## src/rtl/systolic_sched_ctrl.sv

```systemverilog
// systolic_sched_ctrl: sequences one KxK multiply job (load, stream, drain, done) for the feeders and PE array.
// Define SA_CTRL_PERF_EN to build the saturating perf_jobs / perf_busy_cycles counters.
module systolic_sched_ctrl #(
    parameter int NUM_ELEMENTS = 6,
    parameter int DRAIN_CYCLES = 2 * NUM_ELEMENTS,
    parameter int CNT_WIDTH    = 16
) (
    input  logic        clk,
    input  logic        rst,
    input  logic        cmd_valid,
    output logic        cmd_ready,
    input  logic        abort,
    output logic        piso_start,
    output logic        acc_clear,
    output logic        stream_active,
    output logic        pe_enable,
    output logic        busy,
    output logic        done,
    output logic        aborted,
    output logic [31:0] perf_jobs,
    output logic [31:0] perf_busy_cycles
);
    localparam int STREAM_CYCLES = 3 * NUM_ELEMENTS;
    localparam int MAX_CNT = (STREAM_CYCLES > DRAIN_CYCLES) ? STREAM_CYCLES : DRAIN_CYCLES;
    localparam logic [2:0] S_IDLE   = 3'd0;
    localparam logic [2:0] S_LOAD   = 3'd1;
    localparam logic [2:0] S_STREAM = 3'd2;
    localparam logic [2:0] S_DRAIN  = 3'd3;
    localparam logic [2:0] S_DONE   = 3'd4;

    if (DRAIN_CYCLES < 1 || CNT_WIDTH < 1 || (CNT_WIDTH < 32 && (MAX_CNT >> CNT_WIDTH) != 0)) begin : g_param_check
        $error("systolic_sched_ctrl: CNT_WIDTH too small or DRAIN_CYCLES < 1");
    end

    logic [2:0]           state_q, state_d;
    logic [CNT_WIDTH-1:0] cnt_q, cnt_d;
    logic cmd_ready_q, cmd_ready_d, piso_start_q, piso_start_d, acc_clear_q, acc_clear_d;
    logic stream_active_q, stream_active_d, pe_enable_q, pe_enable_d, busy_q, busy_d;
    logic done_q, done_d, aborted_q, aborted_d;

    always_comb begin
        state_d         = state_q;
        cnt_d           = cnt_q;
        cmd_ready_d     = cmd_ready_q;
        busy_d          = busy_q;
        stream_active_d = stream_active_q;
        pe_enable_d     = pe_enable_q;
        piso_start_d    = 1'b0;
        acc_clear_d     = 1'b0;
        done_d          = 1'b0;
        aborted_d       = 1'b0;
        case (state_q)
            S_IDLE: if (cmd_valid) begin
                state_d      = S_LOAD;
                cmd_ready_d  = 1'b0;
                busy_d       = 1'b1;
                piso_start_d = 1'b1;
                acc_clear_d  = 1'b1;
            end
            S_LOAD: begin
                state_d         = S_STREAM;
                stream_active_d = 1'b1;
                pe_enable_d     = 1'b1;
                cnt_d           = CNT_WIDTH'(STREAM_CYCLES - 1);
            end
            S_STREAM: if (cnt_q == '0) begin
                state_d         = S_DRAIN;
                stream_active_d = 1'b0;
                cnt_d           = CNT_WIDTH'(DRAIN_CYCLES - 1);
            end else begin
                cnt_d = cnt_q - CNT_WIDTH'(1);
            end
            S_DRAIN: if (cnt_q == '0) begin
                state_d     = S_DONE;
                pe_enable_d = 1'b0;
                done_d      = 1'b1;
            end else begin
                cnt_d = cnt_q - CNT_WIDTH'(1);
            end
            default: begin
                state_d     = S_IDLE;
                busy_d      = 1'b0;
                cmd_ready_d = 1'b1;
            end
        endcase
        // Abort reuses DONE as its one-cycle exit so busy drops on the following edge; it beats a coincident done.
        if (abort && (state_q == S_LOAD || state_q == S_STREAM || state_q == S_DRAIN)) begin
            state_d         = S_DONE;
            aborted_d       = 1'b1;
            acc_clear_d     = 1'b1;
            piso_start_d    = 1'b0;
            stream_active_d = 1'b0;
            pe_enable_d     = 1'b0;
            done_d          = 1'b0;
        end
    end

    always_ff @(posedge clk) begin
        if (rst) begin
            state_q         <= S_IDLE;
            cnt_q           <= '0;
            cmd_ready_q     <= 1'b1;
            piso_start_q    <= 1'b0;
            acc_clear_q     <= 1'b0;
            stream_active_q <= 1'b0;
            pe_enable_q     <= 1'b0;
            busy_q          <= 1'b0;
            done_q          <= 1'b0;
            aborted_q       <= 1'b0;
        end else begin
            state_q         <= state_d;
            cnt_q           <= cnt_d;
            cmd_ready_q     <= cmd_ready_d;
            piso_start_q    <= piso_start_d;
            acc_clear_q     <= acc_clear_d;
            stream_active_q <= stream_active_d;
            pe_enable_q     <= pe_enable_d;
            busy_q          <= busy_d;
            done_q          <= done_d;
            aborted_q       <= aborted_d;
        end
    end

    assign cmd_ready     = cmd_ready_q;
    assign piso_start    = piso_start_q;
    assign acc_clear     = acc_clear_q;
    assign stream_active = stream_active_q;
    assign pe_enable     = pe_enable_q;
    assign busy          = busy_q;
    assign done          = done_q;
    assign aborted       = aborted_q;

`ifdef SA_CTRL_PERF_EN
    logic [31:0] perf_jobs_q, perf_jobs_d, perf_busy_q, perf_busy_d;

    always_comb begin
        perf_jobs_d = (done_q && perf_jobs_q != '1) ? perf_jobs_q + 32'd1 : perf_jobs_q;
        perf_busy_d = (busy_q && perf_busy_q != '1) ? perf_busy_q + 32'd1 : perf_busy_q;
    end

    always_ff @(posedge clk) begin
        if (rst) begin
            perf_jobs_q <= '0;
            perf_busy_q <= '0;
        end else begin
            perf_jobs_q <= perf_jobs_d;
            perf_busy_q <= perf_busy_d;
        end
    end

    assign perf_jobs        = perf_jobs_q;
    assign perf_busy_cycles = perf_busy_q;
`else
    assign perf_jobs        = '0;
    assign perf_busy_cycles = '0;
`endif
endmodule

```

## config.mk

```make
export PLATFORM = sky130hd
export DESIGN_NAME = systolic_sched_ctrl
export DESIGN_NICKNAME = d
export VERILOG_FILES = /design/src/rtl/systolic_sched_ctrl.sv
export SDC_FILE = /design/constraint.sdc
export NUM_CORES = 1
export LEC_CHECK = 0
export CAP_MARGIN = 5
export CORE_MARGIN = 2
export CORE_UTILIZATION = 44
export CTS_CLUSTER_SIZE = 12
export DETAILED_ROUTE_END_ITERATION = 7
export PLACE_DENSITY_LB_ADDON = 0.1
export SETUP_SLACK_MARGIN = 0.05
export SYNTH_ARGS = -nofsm -noshare
export SYNTH_HDL_FRONTEND = slang
export SYNTH_SLANG_ARGS = --single-unit
export TNS_END_PERCENT = 1
```

## constraint.sdc

```tcl
create_clock -name clk -period 2.2 [get_ports clk]
set_clock_uncertainty 0.05 [all_clocks]
set_input_delay 0.44 -clock clk [delete_from_list [all_inputs] [get_ports clk]]
set_output_delay 0.44 -clock clk [all_outputs]
set_load 0.02 [all_outputs]
```

==> run summary <==
• 27 — number of storage elements in the synthesis netlist
• 11 — total of buffers placed on input and output ports
• 258 — final layout net count
• 0 — number of remaining DRC errors
• complete, no violations — outcome
• 24 — Placement Rows
• flip-flop to flip-flop — start-to-end type of the worst setup path
• 7 — number of cells on the worst reg-to-reg path
• 90.9% — final critical-path share of the clock period
• 11.9 µm — average wire per cell in the routed design
• flip-flop — nature of the critical path endpoint
• 10.4% — fraction of layout cells with a size suffix above 1
• 0 ns — Final TNS setup
• 8.27 µm² — Synth Area per Inst
• 76 — count of boundary I/O pins
• 27.8% — register area share after synthesis
• 2.12 ns — arrival time worst endpoint
• sky130_fd_sc_hd__dfxtp_1 — cell type contributing the most total cell area after synthesis
• 15.0% — all-layer global routing usage
• flip-flop — CP Launch Type
• 0.790 — routability cong.
• 7 — worst-path maximum fanout
• yes — TritonCTS clock tree
• 0.171 ns — Setup WS pre-CTS
• 0 — buffers inserted by post-CTS timing repair
• 0.201 ns — setup slack after layout
• 0 — cells resized by post-CTS repair
• 0.28 ns — worst skew pair latency
• 0.504 ns — Worst Tran Pin Value
• 1304 — vias in the first global route
• sky130_fd_sc_hd__dfxtp_1 — prevailing post-synth register cell
• sky130_fd_sc_hd__buf_4 (65), sky130_fd_sc_hd__dfxtp_1 (27), sky130_fd_sc_hd__nor2_1 (14) — top cells by count, synth
• 2 — WHS Path Cells
• 0 — warnings from Yosys
• 1449 — via total after detailed routing
• 2 — Longest Clk Path Bufs
• 0.00191 mm² — standard cell area after detailed placement
• sky130_fd_sc_hd__clkbuf_8 — Root Driver
• 0.00429 mm² — placeable core region
• 1 — H-tree Lvls
• 0.00194 mm² — synthesized cell area
• 0 — count of flip-flops with a built-in enable after synthesis
• cnt_q[1] — start of the worst register-to-register path
• 2700 µm — post-detailed-placement half-perimeter wirelength
• 0 — Antenna Diode Count
• 0 — total congestion overflow
• 0.797 mV — maximum vdd drop
• 70.5 µm — width of the die
• 0.00496 mm² — die area
• 446 — filler instances
• 2.00 ns — time the final worst path needs with I/O delays and setup
• 0 — number of nets still failing antenna checks after routing
• 0.20 ns — minimum setup slack among reg-to-reg paths
• 0 — initial antenna violation count
• 3 — Num CTS Buffers
• 0 — number of buffers added to fix hold violations after cts
• 18 — maximum number of pins on one net before global-route repair
• 66.4% — max-slew headroom at the worst pin
• 0.00196 mm² — final instance area
• 0% — FFs w/ async S/R, synth
• 0.10 ns — clock-pin transition on the worst setup and hold timing paths
• 27 — number of clock sinks seen by CTS
• cnt_q[1] — first element of the critical path
• 1690 mW/mm² — Power Density
• 500 MHz — Max Freq
• 0 — count of final max-slew check failures
• 78 — count of routing violations after the opening detailed-route iteration
• 4 — count of TritonRoute iterations in the first routing pass
• 0 — total setup violations reported at the end of the flow
• 0.000842 µW — static power due to leakage
• 70.5 µm — Die Height
• 6020 µm — first-pass GRT wire length
• 3610 µm — routed wire length
• cmd_ready — beginning of the worst hold path
• sky130_fd_sc_hd__buf_4 — library cell with the highest instance count after synthesis
• flip-flop to flip-flop — worst hold-check path type
• 45.3% — Starting Density
• 4.78 — number of vias per cell
• sky130_fd_sc_hd__dfxtp_1 (28%), sky130_fd_sc_hd__buf_4 (25%), sky130_fd_sc_hd__nor2_1 (2.7%), sky130_fd_sc_hd__a21oi_1 (2.6%), sky130_fd_sc_hd__nand2_1 (2.5%) — main area contributors after synthesis
• 2.32 ns — Worst EP required
• 235 — Post-Syn Instances
• 27.8% — top cell type's share of synthesized area
• 55 — number of distinct library cells after synthesis
• 0.966% — signed area change from the synthesized netlist to the final layout
• 0 — number of hold-slack violations in the final timing report
• no — RSZ-0062 raised after global routing
• 0 — Maximum Capacitance Violations
metrics by stage:
| stage | cells | utilization (%) | total power, µW | hold WS [ns] |
|---|---|---|---|---|
| floorplan | 298 | - | 2480 | 0.433 |
| global placement | 299 | 44.5 | 3030 | 0.408 |
| detailed placement | 299 | 44.5 | 3010 | 0.407 |
| CTS | 303 | 45.7 | 3330 | 0.426 |
| global route | 303 | 45.7 | 3640 | 0.464 |
| finish | 303 | 45.7 | 3310 | 0.420 |
metal layers:
metal / GRT usage [%] / wire length [µm] / vias up
met5: 0 / 0 / -
li1: - / - / 739
met1: 20.5 / 1680 / 678
met2: 24.2 / 1790 / 30
met3: 3.75 / 137 / 2
met4: 2.56 / 8 / 0
registers in the layout, summed over array words and instances (netlist names):
| name | count |
|---|---|
| pe_enable | 1 |
| piso_start | 1 |
| state_q | 3 |
| cmd_ready | 1 |
| done | 1 |
| busy | 1 |
| aborted | 1 |
| cnt_q | 16 |
| acc_clear | 1 |
| stream_active | 1 |
critical path: stages, from the launching register on:
cell	delay [ns]
sky130_fd_sc_hd__dfxtp_1	0.45
sky130_fd_sc_hd__inv_1	0.09
sky130_fd_sc_hd__ha_1	0.18
sky130_fd_sc_hd__nor4b_2	0.15
sky130_fd_sc_hd__buf_4	0.16
sky130_fd_sc_hd__and4_1	0.28
sky130_fd_sc_hd__a21o_1	0.23
sky130_fd_sc_hd__a221o_1	0.30
cell usage in the layout, fill, tap and decap left out, types with 3 or more instances in the layout:
| master | instances |
|---|---|
| sky130_fd_sc_hd__nor3_1 | 4 |
| sky130_fd_sc_hd__conb_1 | 64 |
| sky130_fd_sc_hd__buf_4 | 12 |
| sky130_fd_sc_hd__nand3_1 | 7 |
| sky130_fd_sc_hd__nand2_1 | 13 |
| sky130_fd_sc_hd__inv_1 | 8 |
| sky130_fd_sc_hd__clkdlybuf4s50_1 | 11 |
| sky130_fd_sc_hd__nand4_1 | 3 |
| sky130_fd_sc_hd__o21ai_0 | 7 |
| sky130_fd_sc_hd__a21oi_1 | 10 |
| sky130_fd_sc_hd__clkbuf_8 | 3 |
| sky130_fd_sc_hd__a211o_1 | 4 |
| sky130_fd_sc_hd__o21ai_1 | 3 |
| sky130_fd_sc_hd__nor4_1 | 4 |
| sky130_fd_sc_hd__dfxtp_1 | 27 |
| sky130_fd_sc_hd__a31oi_1 | 5 |
| sky130_fd_sc_hd__nor2_1 | 14 |
logic make-up after synthesis:
group           Yosys count  share of synthesized area [%]
compound gates           52                           18.4
xor+xnor                  1                          0.451
fa+ha+maj                 2                           1.29
buf+inv                  82                           29.0
flops                    27                           27.8
other cells               1                          0.193
simple gates             70                           22.9
power breakdown:
part / leakage, µW / switching, µW / internal [µW] / total, µW
combinational: 0.000595 / 1190 / 905 / 2100
clock: 0.0000261 / 175 / 133 / 309
sequential: 0.000221 / 250 / 657 / 907
worst paths after layout:
check / to
max reg2reg: cnt_q[14]
min reg2reg: cmd_ready
min: cmd_ready
max: cnt_q[14]
cell type report:
class | instances | area [µm²] | share of cell area (%)
Clock inverter | 1 | 8.76 | 0.446
Clock buffer | 3 | 41.3 | 2.10
Timing Repair Buffer | 23 | 200 | 10.2
Sequential cell | 27 | 541 | 27.6
Multi-Input combinational cell | 189 | 1080 | 54.8
Tap cell | 52 | 65.1 | 3.32
Inverter | 8 | 30.0 | 1.53
Power figures use the tool's default switching activity.
